===== src/rtl/bfly_r2_pipe.sv =====
// Four-stage pipelined radix-2 DIT butterfly: F0 = X1 + W*X2, F1 = X1 - W*X2, valid/ready flow control.
// Optional feature macro: BFLY_SAT_EN (saturate out-of-range results; otherwise they wrap).
module bfly_r2_pipe #(
    parameter int WIDTH     = 16,
    parameter int TW_WIDTH  = 16,
    parameter int TAG_WIDTH = 8
) (
    input  logic                 clk,
    input  logic                 rst,
    input  logic                 in_valid,
    output logic                 in_ready,
    input  logic [WIDTH-1:0]     x1_re,
    input  logic [WIDTH-1:0]     x1_im,
    input  logic [WIDTH-1:0]     x2_re,
    input  logic [WIDTH-1:0]     x2_im,
    input  logic [TW_WIDTH-1:0]  tw_cos,
    input  logic [TW_WIDTH-1:0]  tw_sin,
    input  logic                 inv,
    input  logic                 scale,
    input  logic [TAG_WIDTH-1:0] tag_in,
    output logic                 out_valid,
    input  logic                 out_ready,
    output logic [WIDTH-1:0]     f0_re,
    output logic [WIDTH-1:0]     f0_im,
    output logic [WIDTH-1:0]     f1_re,
    output logic [WIDTH-1:0]     f1_im,
    output logic [TAG_WIDTH-1:0] tag_out,
    output logic                 ovf,
    input  logic                 ovf_clr
);
    localparam int PW  = WIDTH + TW_WIDTH;
    localparam int TF  = PW + 1;
    localparam int TRW = WIDTH + 2;
    localparam int SW  = WIDTH + 3;
    localparam logic signed [TF-1:0] RND_C  = {{(TF-1){1'b0}}, 1'b1} << (TW_WIDTH - 2);
    localparam logic signed [SW-1:0] ONE_SW = {{(SW-1){1'b0}}, 1'b1};

    function automatic logic signed [PW-1:0] smul(input logic [WIDTH-1:0] a, input logic [TW_WIDTH-1:0] b);
        logic signed [PW-1:0] ea;
        logic signed [PW-1:0] eb;
        ea = {{TW_WIDTH{a[WIDTH-1]}}, a};
        eb = {{WIDTH{b[TW_WIDTH-1]}}, b};
        return ea * eb;
    endfunction

    // Round-half-up then arithmetic shift by TW_WIDTH-1; the kept slice is exactly the top TRW bits.
    function automatic logic [TRW-1:0] rnd(input logic signed [TF-1:0] v);
        logic signed [TF-1:0] r;
        r = v + RND_C;
        return r[TF-1:TW_WIDTH-1];
    endfunction

    function automatic logic [SW-1:0] sum_scale(input logic [WIDTH-1:0] a, input logic [TRW-1:0] t,
                                                input logic sub, input logic scl);
        logic signed [SW-1:0] ea;
        logic signed [SW-1:0] et;
        logic signed [SW-1:0] s;
        ea = {{3{a[WIDTH-1]}}, a};
        et = {t[TRW-1], t};
        s  = sub ? (ea - et) : (ea + et);
        if (scl) s = (s + ONE_SW) >>> 1;
        else     s = s;
        return s;
    endfunction

    function automatic logic fits(input logic [SW-1:0] v);
        return (&v[SW-1:WIDTH-1]) | ~(|v[SW-1:WIDTH-1]);
    endfunction

    function automatic logic [WIDTH-1:0] reduce(input logic [SW-1:0] v);
`ifdef BFLY_SAT_EN
        if (fits(v))     return v[WIDTH-1:0];
        else if (v[SW-1]) return {1'b1, {(WIDTH-1){1'b0}}};
        else             return {1'b0, {(WIDTH-1){1'b1}}};
`else
        return v[WIDTH-1:0];
`endif
    endfunction

    logic                        adv_s;
    logic                        v1_r, v2_r, v3_r;
    logic [WIDTH-1:0]            x1re1_r, x1im1_r, x2re1_r, x2im1_r;
    logic [WIDTH-1:0]            x1re2_r, x1im2_r, x1re3_r, x1im3_r;
    logic [TW_WIDTH-1:0]         cos1_r, sin1_r;
    logic                        inv1_r, inv2_r, scale1_r, scale2_r, scale3_r;
    logic [TAG_WIDTH-1:0]        tag1_r, tag2_r, tag3_r;
    logic signed [PW-1:0]        p_rc_r, p_is_r, p_rs_r, p_ic_r;
    logic [TRW-1:0]              tre3_r, tim3_r;
    logic signed [TF-1:0]        t_re_s, t_im_s;
    logic [SW-1:0]               s0re_s, s0im_s, s1re_s, s1im_s;
    logic                        ovf_set_s;

    // Whole pipeline moves together; a full output that is not taken freezes everything.
    assign adv_s    = ~out_valid | out_ready;
    assign in_ready = adv_s;

    // Twiddle combine, rounding, and final sums with scaling and overflow detection.
    always_comb begin
        t_re_s = '0;
        t_im_s = '0;
        if (inv2_r) begin
            t_re_s = {p_rc_r[PW-1], p_rc_r} + {p_is_r[PW-1], p_is_r};
            t_im_s = {p_ic_r[PW-1], p_ic_r} - {p_rs_r[PW-1], p_rs_r};
        end else begin
            t_re_s = {p_rc_r[PW-1], p_rc_r} - {p_is_r[PW-1], p_is_r};
            t_im_s = {p_rs_r[PW-1], p_rs_r} + {p_ic_r[PW-1], p_ic_r};
        end
        s0re_s    = sum_scale(x1re3_r, tre3_r, 1'b0, scale3_r);
        s0im_s    = sum_scale(x1im3_r, tim3_r, 1'b0, scale3_r);
        s1re_s    = sum_scale(x1re3_r, tre3_r, 1'b1, scale3_r);
        s1im_s    = sum_scale(x1im3_r, tim3_r, 1'b1, scale3_r);
        ovf_set_s = adv_s & v3_r & ~(fits(s0re_s) & fits(s0im_s) & fits(s1re_s) & fits(s1im_s));
    end

    // Stages S1..S3: operand capture, products, combined and rounded twiddle product.
    always_ff @(posedge clk or negedge rst) begin
        if (!rst) begin
            v1_r <= 1'b0; v2_r <= 1'b0; v3_r <= 1'b0;
            x1re1_r <= '0; x1im1_r <= '0; x2re1_r <= '0; x2im1_r <= '0;
            x1re2_r <= '0; x1im2_r <= '0; x1re3_r <= '0; x1im3_r <= '0;
            cos1_r <= '0; sin1_r <= '0;
            inv1_r <= 1'b0; inv2_r <= 1'b0;
            scale1_r <= 1'b0; scale2_r <= 1'b0; scale3_r <= 1'b0;
            tag1_r <= '0; tag2_r <= '0; tag3_r <= '0;
            p_rc_r <= '0; p_is_r <= '0; p_rs_r <= '0; p_ic_r <= '0;
            tre3_r <= '0; tim3_r <= '0;
        end else if (adv_s) begin
            v1_r     <= in_valid;
            x1re1_r  <= x1_re;  x1im1_r <= x1_im;
            x2re1_r  <= x2_re;  x2im1_r <= x2_im;
            cos1_r   <= tw_cos; sin1_r  <= tw_sin;
            inv1_r   <= inv;    scale1_r <= scale;  tag1_r <= tag_in;

            v2_r     <= v1_r;
            p_rc_r   <= smul(x2re1_r, cos1_r);
            p_is_r   <= smul(x2im1_r, sin1_r);
            p_rs_r   <= smul(x2re1_r, sin1_r);
            p_ic_r   <= smul(x2im1_r, cos1_r);
            x1re2_r  <= x1re1_r; x1im2_r <= x1im1_r;
            inv2_r   <= inv1_r;  scale2_r <= scale1_r; tag2_r <= tag1_r;

            v3_r     <= v2_r;
            tre3_r   <= rnd(t_re_s);
            tim3_r   <= rnd(t_im_s);
            x1re3_r  <= x1re2_r; x1im3_r <= x1im2_r;
            scale3_r <= scale2_r; tag3_r <= tag2_r;
        end else begin
            v1_r <= v1_r; v2_r <= v2_r; v3_r <= v3_r;
        end
    end

    // Stage S4 output register; results only change when a real beat loads.
    always_ff @(posedge clk or negedge rst) begin
        if (!rst) begin
            out_valid <= 1'b0;
            f0_re <= '0; f0_im <= '0; f1_re <= '0; f1_im <= '0;
            tag_out <= '0;
        end else if (adv_s) begin
            out_valid <= v3_r;
            if (v3_r) begin
                f0_re   <= reduce(s0re_s);
                f0_im   <= reduce(s0im_s);
                f1_re   <= reduce(s1re_s);
                f1_im   <= reduce(s1im_s);
                tag_out <= tag3_r;
            end else begin
                tag_out <= tag_out;
            end
        end else begin
            out_valid <= out_valid;
        end
    end

    // Sticky overflow; a set in the same cycle as a clear takes priority.
    always_ff @(posedge clk or negedge rst) begin
        if (!rst) begin
            ovf <= 1'b0;
        end else begin
            ovf <= ovf_set_s | (ovf & ~ovf_clr);
        end
    end
endmodule


===== config.mk =====
export PLATFORM = sky130hd
export DESIGN_NAME = bfly_r2_pipe
export DESIGN_NICKNAME = d
export VERILOG_FILES = /design/src/rtl/bfly_r2_pipe.sv
export SDC_FILE = /design/constraint.sdc
export NUM_CORES = 2
export LEC_CHECK = 0
export BUFFER_PORTS_ARGS = -buffer_cell sky130_fd_sc_hd__clkbuf_2
export CAP_MARGIN = 20
export CORE_UTILIZATION = 29
export DETAILED_ROUTE_END_ITERATION = 8
export PLACE_DENSITY = 0.39
export SLEW_MARGIN = 20
export SYNTH_ARGS = -nofsm -noshare
export SYNTH_HDL_FRONTEND = slang
export SYNTH_SLANG_ARGS = --single-unit

===== constraint.sdc =====
create_clock -name clk -period 9.2 [get_ports clk]
set_input_delay 2.76 -clock clk [delete_from_list [all_inputs] [get_ports clk]]
set_output_delay 2.76 -clock clk [all_outputs]
set_load 0.1 [all_outputs]

==> flow_metrics.tcl <==
set metrics [dict create \
    htree_levels 2 \
    numPortBuffers 185 \
    globalplace.congestion 0.839 \
    cts_tree "yes" \
    clockRootBuffer "clkbuf_16" \
    skew_ns 0.0420 \
    critPathLaunch "sin1_r[1]" \
    period_minus_slack_ns 7.57 \
    synthFlopType "dfrtp_1" \
    cpMostUsedCell "fa_1" \
    io_pins 186 \
    reg2reg_to "p_rs_r[31]" \
    rsz0062_at_grt "no" \
    yosysWarnings 0 \
    crit-reg2reg-launch "sin1_r[1]" \
    cts_sinks 430 \
    clk_latency_ns 0.74 \
    r2r_slack_ns 1.63 \
    first_iter_violations 2309 \
    fp-row-count 174 \
    ff2ff_path_depth 24 \
    drt_first_pass_iters 9 \
    synth_nets 9234 \
    hold_path_class "reg2reg" \
    cts-buffers-inserted 61 \
    path_max_fanout 18 \
    crit_path_cell_trace "buf_4 -> nand2_1 -> fa_1 -> fa_1 -> fa_1 -> inv_1 -> fa_1 -> fa_1 -> inv_1 -> fa_1 -> inv_1 -> ha_1 -> a21o_1 -> a21o_1 -> a21o_1 -> or3_1 -> o211ai_1 -> a31oi_1 -> o21a_1 -> o21a_1 -> o21ai_0 -> a21oi_1 -> or3_1 -> a31oi_1" \
    path_delay_family "adder cells" \
    setup.worst_path.end "p_rs_r[31]" \
    yosys-top-cells-area "fa_1 (32%), dfrtp_1 (16%), ha_1 (8.9%)" \
    num-nets-final 9240 \
    drc 22 \
    antenna_found_initial 11 \
    drive_gt1_share_pct 6.09 \
    grt_pass1_wl_um 326000 \
    die-area_mm2 0.229 \
    via_per_inst 4.69 \
    initial_core_util_pct 29.2 \
    critPathRequiredTime_ns 9.82 \
    synth_cell_types 89 \
    synth-seq-area-share_pct 16.4 \
    timing.final.crit_share_pct 82.3 \
    die_height_um 478 \
    grt_max_degree 154 \
    setup-tns-final_ns 0 \
    synth_edf_count 0 \
    synthToLayoutAreaGrowth_pct 9.78 \
    die_w_um 478 \
    synth_area_mm2 0.0658 \
    synth.top_cell.area_share_pct 32.0 \
    start_kind "flip-flop" \
    antenna_left 0 \
    yosys.area.top_type "fa_1" \
    grt.overflow.total 0 \
    slowest_delay_ns 0.88 \
    setup_viol 0 \
    synthArstFlopShare_pct 100 \
    path_buf_inv 4 \
    status "finished, violations left" \
    violations "DRC" \
    hold_viol 0 \
    drt_wl_total_um 210000 \
    postCtsSetupBuffers 0 \
    synth-seq-cells 430 \
    avgSynthCellArea_um2 8.66 \
    grt_usage_pct 18.5 \
    cp.depth 24 \
    synth_cells 7601 \
    cts.path.max_buffers 3 \
    grt_pass1_vias 53363 \
    routedWlPerCell_um 19.7 \
    worst_pin_slew_ns 1.27 \
    dp_hpwl_um 170000 \
    fmax_ghz 0.132 \
    cp-end-kind "flip-flop" \
    critPathArrivalTime_ns 8.19 \
    relSlewSlack_pct 14.5 \
    clkTransAtPathRegs_ns 0.06 \
    crit_type "reg2reg" \
    cts_resized 0 \
    core-area_mm2 0.225 \
    vias 49954 \
    hold_buffers 0 \
    critPathSlowestCell "dfrtp_1" \
    drv_cap 0 \
    fillers 23879 \
    maxSlewViolCount 0 \
]
layer usage:
layer | vias up | track usage (%) | share of wire [%]
li1 | 23726 | - | -
met1 | 25369 | 24.6 | 45
met2 | 686 | 32.4 | 49
met3 | 173 | 1.65 | 3.1
met4 | 0 | 4.07 | 2.1
met5 | - | 0 | 0
placed cells by master (no fill, tap or decap), types with 43 or more instances in the layout:
cell type / Yosys / final
nor2_1: 356 / 356
nand2_1: 1339 / 1339
nand3_1: 79 / 79
xnor2_1: 206 / 206
buf_4: 0 / 103
a21oi_1: 315 / 315
a211oi_1: 43 / 43
inv_1: 1256 / 1255
and2_1: 510 / 510
ha_1: 470 / 470
fa_1: 1052 / 1052
xor2_1: 122 / 122
nor3_1: 89 / 89
o21ai_0: 226 / 226
dfrtp_1: 430 / 421
nand2b_1: 55 / 55
clkbuf_2: 0 / 184
clkbuf_16: 0 / 61
a21o_1: 94 / 94
layout make-up:
class                           count  area (um2)  share of cell area (%)
Antenna cell                        5        12.5                  0.0173
Inverter                         1258        4730                    6.55
Sequential cell                   430       10800                    14.9
Clock buffer                       78        1650                    2.28
Tap cell                         2992        3740                    5.18
Multi-Input combinational cell   5563       49000                    67.8
Timing Repair Buffer              293        1810                    2.50
Clock inverter                     36         510                   0.707
metrics by stage:
step / utilization [%] / hold slack [ns] / area [um2] / cells / setup WS, ns
after floorplan: - / 0.430 / 65800 / 7601 / 1.93
after CTS: 32.1 / 0.459 / 72200 / 10650 / 1.63
final: 32.1 / 0.458 / 72200 / 10655 / 1.63
after global routing: 32.1 / 0.483 / 72200 / 10651 / 1.25
after detailed placement: 31.1 / 0.454 / 70100 / 10536 / 1.66
after global placement: 31.1 / 0.450 / 70100 / 10536 / 1.73
worst min path at each step:
stage               slack (ns)   startpoint     endpoint  depth (start not counted)
floorplan                 0.43    p_ic_r[0]    p_ic_r[0]                          2
global placement          0.45    tag1_r[3]    tag1_r[3]                          2
detailed placement        0.45  x1im2_r[10]  x1im3_r[10]                          2
CTS                       0.46    tag2_r[1]    tag3_r[1]                          2
global route              0.48   x1im2_r[0]   x1im2_r[0]                          2
finish                    0.46    tag2_r[5]    tag3_r[5]                          2
worst register-to-register path: stages, from the launching register on:
cell	delay (ns)
dfrtp_1	0.88
buf_4	0.38
nand2_1	0.13
fa_1	0.55
fa_1	0.52
fa_1	0.52
inv_1	0.06
fa_1	0.49
fa_1	0.49
inv_1	0.05
fa_1	0.48
inv_1	0.04
ha_1	0.32
a21o_1	0.17
a21o_1	0.19
a21o_1	0.21
or3_1	0.34
o211ai_1	0.22
a31oi_1	0.14
o21a_1	0.24
o21a_1	0.18
o21ai_0	0.23
a21oi_1	0.12
or3_1	0.35
a31oi_1	0.16
sequential cells by signal (all words and copies together), names as in the netlist, 18 cells and up:
signal,count
p_ic_r,32
tre3_r,18
tim3_r,18
p_rs_r,32
p_is_r,32
p_rc_r,32
cells in the mapped netlist, types with 11 or more instances:
cell and n:
xor2_1 122, and4_1 11, o31a_1 15, clkbuf_1 325
nand3b_1 12, a21oi_1 315, nor3_1 89, nor2_1 356
nand3_1 79, and2_1 510, a221oi_1 13, fa_1 1052
nor2b_1 42, or2_2 20, mux2i_1 22, and3_1 35
nor3b_1 17, a211oi_1 43, a21o_1 94, nand4_1 30
inv_1 1256, dfrtp_1 430, nand2_1 1339, o21bai_1 26
ha_1 470, o21ai_0 226, nor4_1 35, a31oi_1 33
buf_1 18, o211ai_1 19, o31ai_1 29, or4_1 14
or3_1 37, xnor2_1 206, nand2b_1 55, mux2_2 14
o21a_1 29
logic make-up after synthesis:
| kind of cell | share of synthesized area [%] |
|---|---|
| compound gates | 9.31 |
| xor+xnor | 4.40 |
| fa+ha+maj | 40.9 |
| buf+inv | 9.20 |
| flops | 16.4 |
| mux | 0.574 |
| simple gates | 19.2 |
Power is left out: the tool's default activity adds up to more than one toggle a clock period on the data nets, which glitch-free logic cannot reach.
